--- config.mk ---
export PLATFORM = sky130hd
export DESIGN_NAME = elm_hidden_layer_engine
export DESIGN_NICKNAME = d
export VERILOG_FILES = /design/src/rtl/elm_hidden_layer_engine.sv
export SDC_FILE = /design/constraint.sdc
export NUM_CORES = 1
export LEC_CHECK = 0
export ABC_CLOCK_PERIOD_IN_PS = 32600
export CAP_MARGIN = 20
export CORE_MARGIN = 2
export CORE_UTILIZATION = 45
export DETAILED_ROUTE_END_ITERATION = 10
export PLACE_DENSITY = 0.73
export SETUP_SLACK_MARGIN = 0.02
export SYNTH_ARGS = -nofsm -noshare
export SYNTH_HDL_FRONTEND = slang
export SYNTH_SLANG_ARGS = --single-unit
--- constraint.sdc ---
create_clock -name clock -period 32.6 [get_ports clock]
set_input_delay 6.52 -clock clock [delete_from_list [all_inputs] [get_ports clock]]
set_output_delay 6.52 -clock clock [all_outputs]
set_load 0.05 [all_outputs]
--- src/rtl/elm_hidden_layer_engine.sv ---
// ELM hidden layer: per neuron, streams 32 weight-ROM words, accumulates weights of lit pixels,
// and emits a clipped, right-shifted activation over a valid/ready handshake.
module elm_hidden_layer_engine #(
  parameter int N_HIDDEN = 128,
  parameter int SHIFT    = 4
) (
  input  logic         clock,
  input  logic         reset,
  input  logic [1:256] image_256_bit,
  input  logic         update,
  output logic         weight_rd_en,
  output logic [11:0]  weight_addr,
  input  logic [63:0]  weight_data,
  output logic [7:0]   h_value,
  output logic [6:0]   h_index,
  output logic         h_valid,
  input  logic         h_ready,
  output logic         busy,
  output logic         done
);

  typedef enum logic [2:0] {
    S_IDLE,
    S_FETCH,
    S_DRAIN,
    S_EMIT,
    S_FINISH
  } state_t;

  state_t              r_state;
  state_t              w_state_next;
  logic                r_update_prev;
  logic [255:0]        r_image;
  logic [6:0]          r_n;
  logic [4:0]          r_k;
  logic [4:0]          r_k_d;
  logic                r_acc_en;
  logic signed [15:0]  r_acc;
  logic [7:0]          r_h_value;
  logic [6:0]          r_h_index;

  logic                w_update_rise;
  logic                w_transfer;
  logic                w_last_neuron;
  logic [7:0]          w_chunk;
  logic signed [15:0]  w_term [8];
  logic signed [15:0]  w_chunk_sum;
  logic [14:0]         w_acc_pos;
  logic [14:0]         w_shifted;
  logic [7:0]          w_act;

  assign w_update_rise = update & ~r_update_prev;
  assign w_transfer    = (r_state == S_EMIT) & h_ready;
  assign w_last_neuron = (r_n == 7'(N_HIDDEN - 1));

  // Image bit 1 sits in r_image[255]; chunk k covers bits 255-8k down to 248-8k.
  assign w_chunk = r_image[{~r_k_d, 3'b111} -: 8];

  for (genvar gi = 0; gi < 8; gi++) begin : g_term
    assign w_term[gi] = w_chunk[7-gi]
                      ? {{8{weight_data[63-8*gi]}}, weight_data[63-8*gi -: 8]}
                      : 16'sd0;
  end

  always_comb begin
    w_chunk_sum = '0;
    for (int i = 0; i < 8; i++) begin
      w_chunk_sum = w_chunk_sum + w_term[i];
    end
  end

  assign w_acc_pos = r_acc[15] ? 15'd0 : r_acc[14:0];
  assign w_shifted = w_acc_pos >> SHIFT;
  assign w_act     = (w_shifted > 15'd255) ? 8'd255 : w_shifted[7:0];

  always_comb begin
    w_state_next = r_state;
    case (r_state)
      S_IDLE:   if (w_update_rise) w_state_next = S_FETCH;
      S_FETCH:  if (r_k == 5'd31) w_state_next = S_DRAIN;
      S_DRAIN:  if (!r_acc_en) w_state_next = S_EMIT;
      S_EMIT:   if (w_transfer) w_state_next = w_last_neuron ? S_FINISH : S_FETCH;
      S_FINISH: w_state_next = S_IDLE;
      default:  w_state_next = S_IDLE;
    endcase
  end

  always_ff @(posedge clock or posedge reset) begin
    if (reset) begin
      r_state       <= S_IDLE;
      r_update_prev <= 1'b0;
      r_image       <= '0;
      r_n           <= '0;
      r_k           <= '0;
      r_k_d         <= '0;
      r_acc_en      <= 1'b0;
      r_acc         <= '0;
      r_h_value     <= '0;
      r_h_index     <= '0;
    end else begin
      r_state       <= w_state_next;
      r_update_prev <= update;
      r_acc_en      <= weight_rd_en;
      r_k_d         <= r_k;
      // ROM data arrives one cycle after the read, so accumulation trails the fetch by one.
      if (r_acc_en) r_acc <= r_acc + w_chunk_sum;
      case (r_state)
        S_IDLE: begin
          if (w_update_rise) begin
            r_image <= image_256_bit;
            r_n     <= '0;
            r_k     <= '0;
            r_acc   <= '0;
          end
        end
        S_FETCH: r_k <= r_k + 5'd1;
        S_DRAIN: begin
          if (!r_acc_en) begin
            r_h_value <= w_act;
            r_h_index <= r_n;
          end
        end
        S_EMIT: begin
          if (w_transfer && !w_last_neuron) begin
            r_n   <= r_n + 7'd1;
            r_acc <= '0;
          end
        end
        default: ;
      endcase
    end
  end

  assign weight_rd_en = (r_state == S_FETCH);
  assign weight_addr  = {r_n, r_k};
  assign h_value      = r_h_value;
  assign h_index      = r_h_index;
  assign h_valid      = (r_state == S_EMIT);
  assign busy         = (r_state != S_IDLE);
  assign done         = (r_state == S_FINISH);

endmodule
==> impl_metrics.csv <==
group,metric,value,unit
worst_setup_path,crit_path_top_delay_cell,"fa_1",
clock_network,cts_setup_buffers,0,
clock_network,cts_resized,0,
outcome,run_status,"finished clean",
sta,fin_crit,11370,ps
logic_synthesis,ys.warnings.count,0,
sta,slew_headroom,26.9,%
grt,grt_use_met1,32.5,%
logic_synthesis,synth_flop_cell,"dfrtp_1",
worst_setup_path,crit_arrival,11710,ps
logic_synthesis,synth_area_leaders,"dfrtp_1, nand2_1, fa_1",
logic_synthesis,synth_nets,2149,
sta,worst_slack,21230,ps
grt,grt-ovfl-total,0,
finish,fillers,3166,
sta,fin_skew,31.4,ps
clock_network,cts_tree,"done",
route,antenna_left,0,
sta,final-hold-violation-count,0,
sta,rsz0062_at_grt,"no",
clock_network,clock_latency,520,ps
logic_synthesis,ys_ff_latch,309,
worst_setup_path,start_kind,"input pin",
logic_synthesis,synthCells,1725,
logic_synthesis,async_reset_ff_share,100,%
floorplan,fp-row-count,71,
route,routed_wl,47100,um
placement,portBuffers,354,
logic_synthesis,synth.distinct_cells,58,
floorplan,coreArea,37400,um^2
clock_network,cts_hold_buf,0,
floorplan,die_w,198,um
worst_setup_path,cp-endpoint,"r_acc[15]",
sta,finalCritPeriodShare,34.9,%
worst_setup_path,worst-r2r-cell-count,21,
grt,grt_pass1_vias,13600,
clock_network,clk_pin_slew,60,ps
route,dr.pass1.iters,5,
logic_synthesis,syn-cell-area,17000,um^2
logic_synthesis,netlist.area_leader.share,45.6,%
worst_setup_path,critPathMaxFanout,3,
route,drc,0,
logic_synthesis,synth_seq_area_share,45.6,%
clock_network,cts_root_buffer,"clkbuf_16",
worst_setup_path,crit_chain,"clkdlybuf4s50_1, nor2b_1, fa_1, fa_1, fa_1, inv_1, fa_1, inv_1, ha_1, a21o_1, a21o_1, a2111o_1, a221oi_1, o21bai_1, a21oi_1, xnor2_1, xnor2_1, a21oi_1",
grt,grtUsageTotal,24.4,%
floorplan,die_area,39200,um^2
worst_setup_path,rrSetupSlack,24420,ps
floorplan,start_util,45.3,%
grt,busiest_layer,"met2",
hold_path,hold_path.class,"flop to flop",
logic_synthesis,synth_top_area_cell,"dfrtp_1",
job,cap_violations,0,
finish,multi_input_area,8410,um^2
grt,grt_util_met2,41.1,%
clock_network,clockBufferDepth,3,
floorplan,fp.dieH,198,um
worst_setup_path,max_stage_delay,600,ps
logic_synthesis,yosys-top-cells-count,"nand2_1, dfrtp_1, inv_1, fa_1, clkbuf_1",
clock_network,cts_made_buffers,35,
grt,antenna_found_initial,5,
floorplan,num_io_pins,355,
logic_synthesis,synth-edff-count,0,
sta,finalSetupViolations,0,
placement,finalWeightedCongestion,0.861,
route,drt-wirelength-per-cell,18.3,um
sta,finalMaxSlewViolations,0,
worst_setup_path,cp.required,32940,ps
finish,regArea,7740,um^2
sta,tns,0,ps
clock_network,cts_sinks,309,
worst_setup_path,path_class,"input pin to flop",
worst_setup_path,cp-end-kind,"flop",
placement,dp_slack,20770,ps
sta,tightest_slew,1100,ps
grt,grt_max_degree,143,
worst_setup_path,r2r-end,"r_acc[15]",
placement,detailed_place_hpwl,34400,um
finish,layout.nets,2465,
worst_setup_path,path_common_cell,"fa_1",
grt,gr-usage-met3,4.50,%
worst_setup_path,r2r_start,"r_k_d[0]",
grt,grt_pass1_wl,73000,um
finish,syn2layout_area_growth,30.3,%
clock_network,htree_levels,2,
sta,hold_ws,466,ps
route,drtIter0Drc,776,
sta,max_freq,87.9,MHz
route,via_per_inst,5.10,
logic_synthesis,yosysMostFrequentCell,"nand2_1",
logic_synthesis,syn-mean-instance-area,9.83,um^2
finish,final_util,59.1,%
worst_setup_path,startpoint,"weight_data[26]",
finish,drive_above_1_share,6.74,%
route,dr_total_vias,13100,
[flip-flops by register name, summed over array words and instances (netlist names)]
name	flops
r_image	256
r_acc	16
h_value	8
h_index	7
r_n	7
r_k	5
r_k_d	5
r_state	3
r_acc_en	1
r_update_prev	1
[cell type report]
cell class              count  area share, %
multi-input cells        1226           38.1
flip-flops and latches    309           35.0
repair buffers            369           16.8
clock buffers              48           4.59
well taps                 511           2.89
inverters                 100           1.73
clock inverters            11          0.832
diodes                      2         0.0227
[placed cells by master, fill, tap and decap left out, types with 15 or more instances in the layout]
cell type / netlist / final
clkbuf_16: 0 / 35
clkdlybuf4s50_1: 0 / 354
dfrtp_1: 309 / 307
fa_1: 81 / 81
ha_1: 19 / 19
inv_1: 100 / 99
mux2i_1: 15 / 15
mux4_1: 37 / 37
mux4_2: 38 / 38
nand2_1: 833 / 833
nor2_1: 35 / 34
nor2b_1: 20 / 20
xnor2_1: 15 / 15
[cells by family after synthesis]
group / after synthesis / share of synthesized area [%]
flops: 309 / 45.6
mux: 107 / 13.1
fa+ha+maj: 100 / 11.0
compound gates: 61 / 2.52
xor+xnor: 21 / 1.08
buf+inv: 190 / 4.82
simple gates: 937 / 21.9
[per-stage QoR]
step           cell area [um^2]  cells
2_1_floorplan             17000   1725
3_3_place_gp              20800   2512
3_5_place_dp              20800   2512
4_1_cts                   22000   2571
5_1_grt                   22100   2576
6_report                  22100   2576
[worst min-delay path by stage]
stage	start	end	slack (ps)	cells past startpoint
after CTS	r_image[90]	r_image[90]	470	2
after floorplan	r_image[114]	r_image[114]	440	2
after global placement	r_k[0]	r_k_d[0]	450	0
after detailed placement	r_k[1]	r_k_d[1]	460	0
after global routing	r_image[152]	r_image[152]	480	2
final	r_image[90]	r_image[90]	470	2
[critical path: cells and delay by family]
kind | cells | cell delay (ps)
compound gates | 7 | 1660
xor+xnor | 2 | 300
fa+ha+maj | 5 | 2430
buf+inv | 3 | 590
simple gates | 1 | 190
[layer usage]
| metal | share of wire (%) | routed length [um] |
|---|---|---|
| met2 | 49 | 22900 |
| met1 | 42 | 19800 |
| met3 | 6.7 | 3160 |
| met5 | 0.051 | 24 |
| met4 | 2.4 | 1110 |
Power is left out: the tool's default activity adds up to more than one toggle a clock period on the data nets, which glitch-free logic cannot reach.
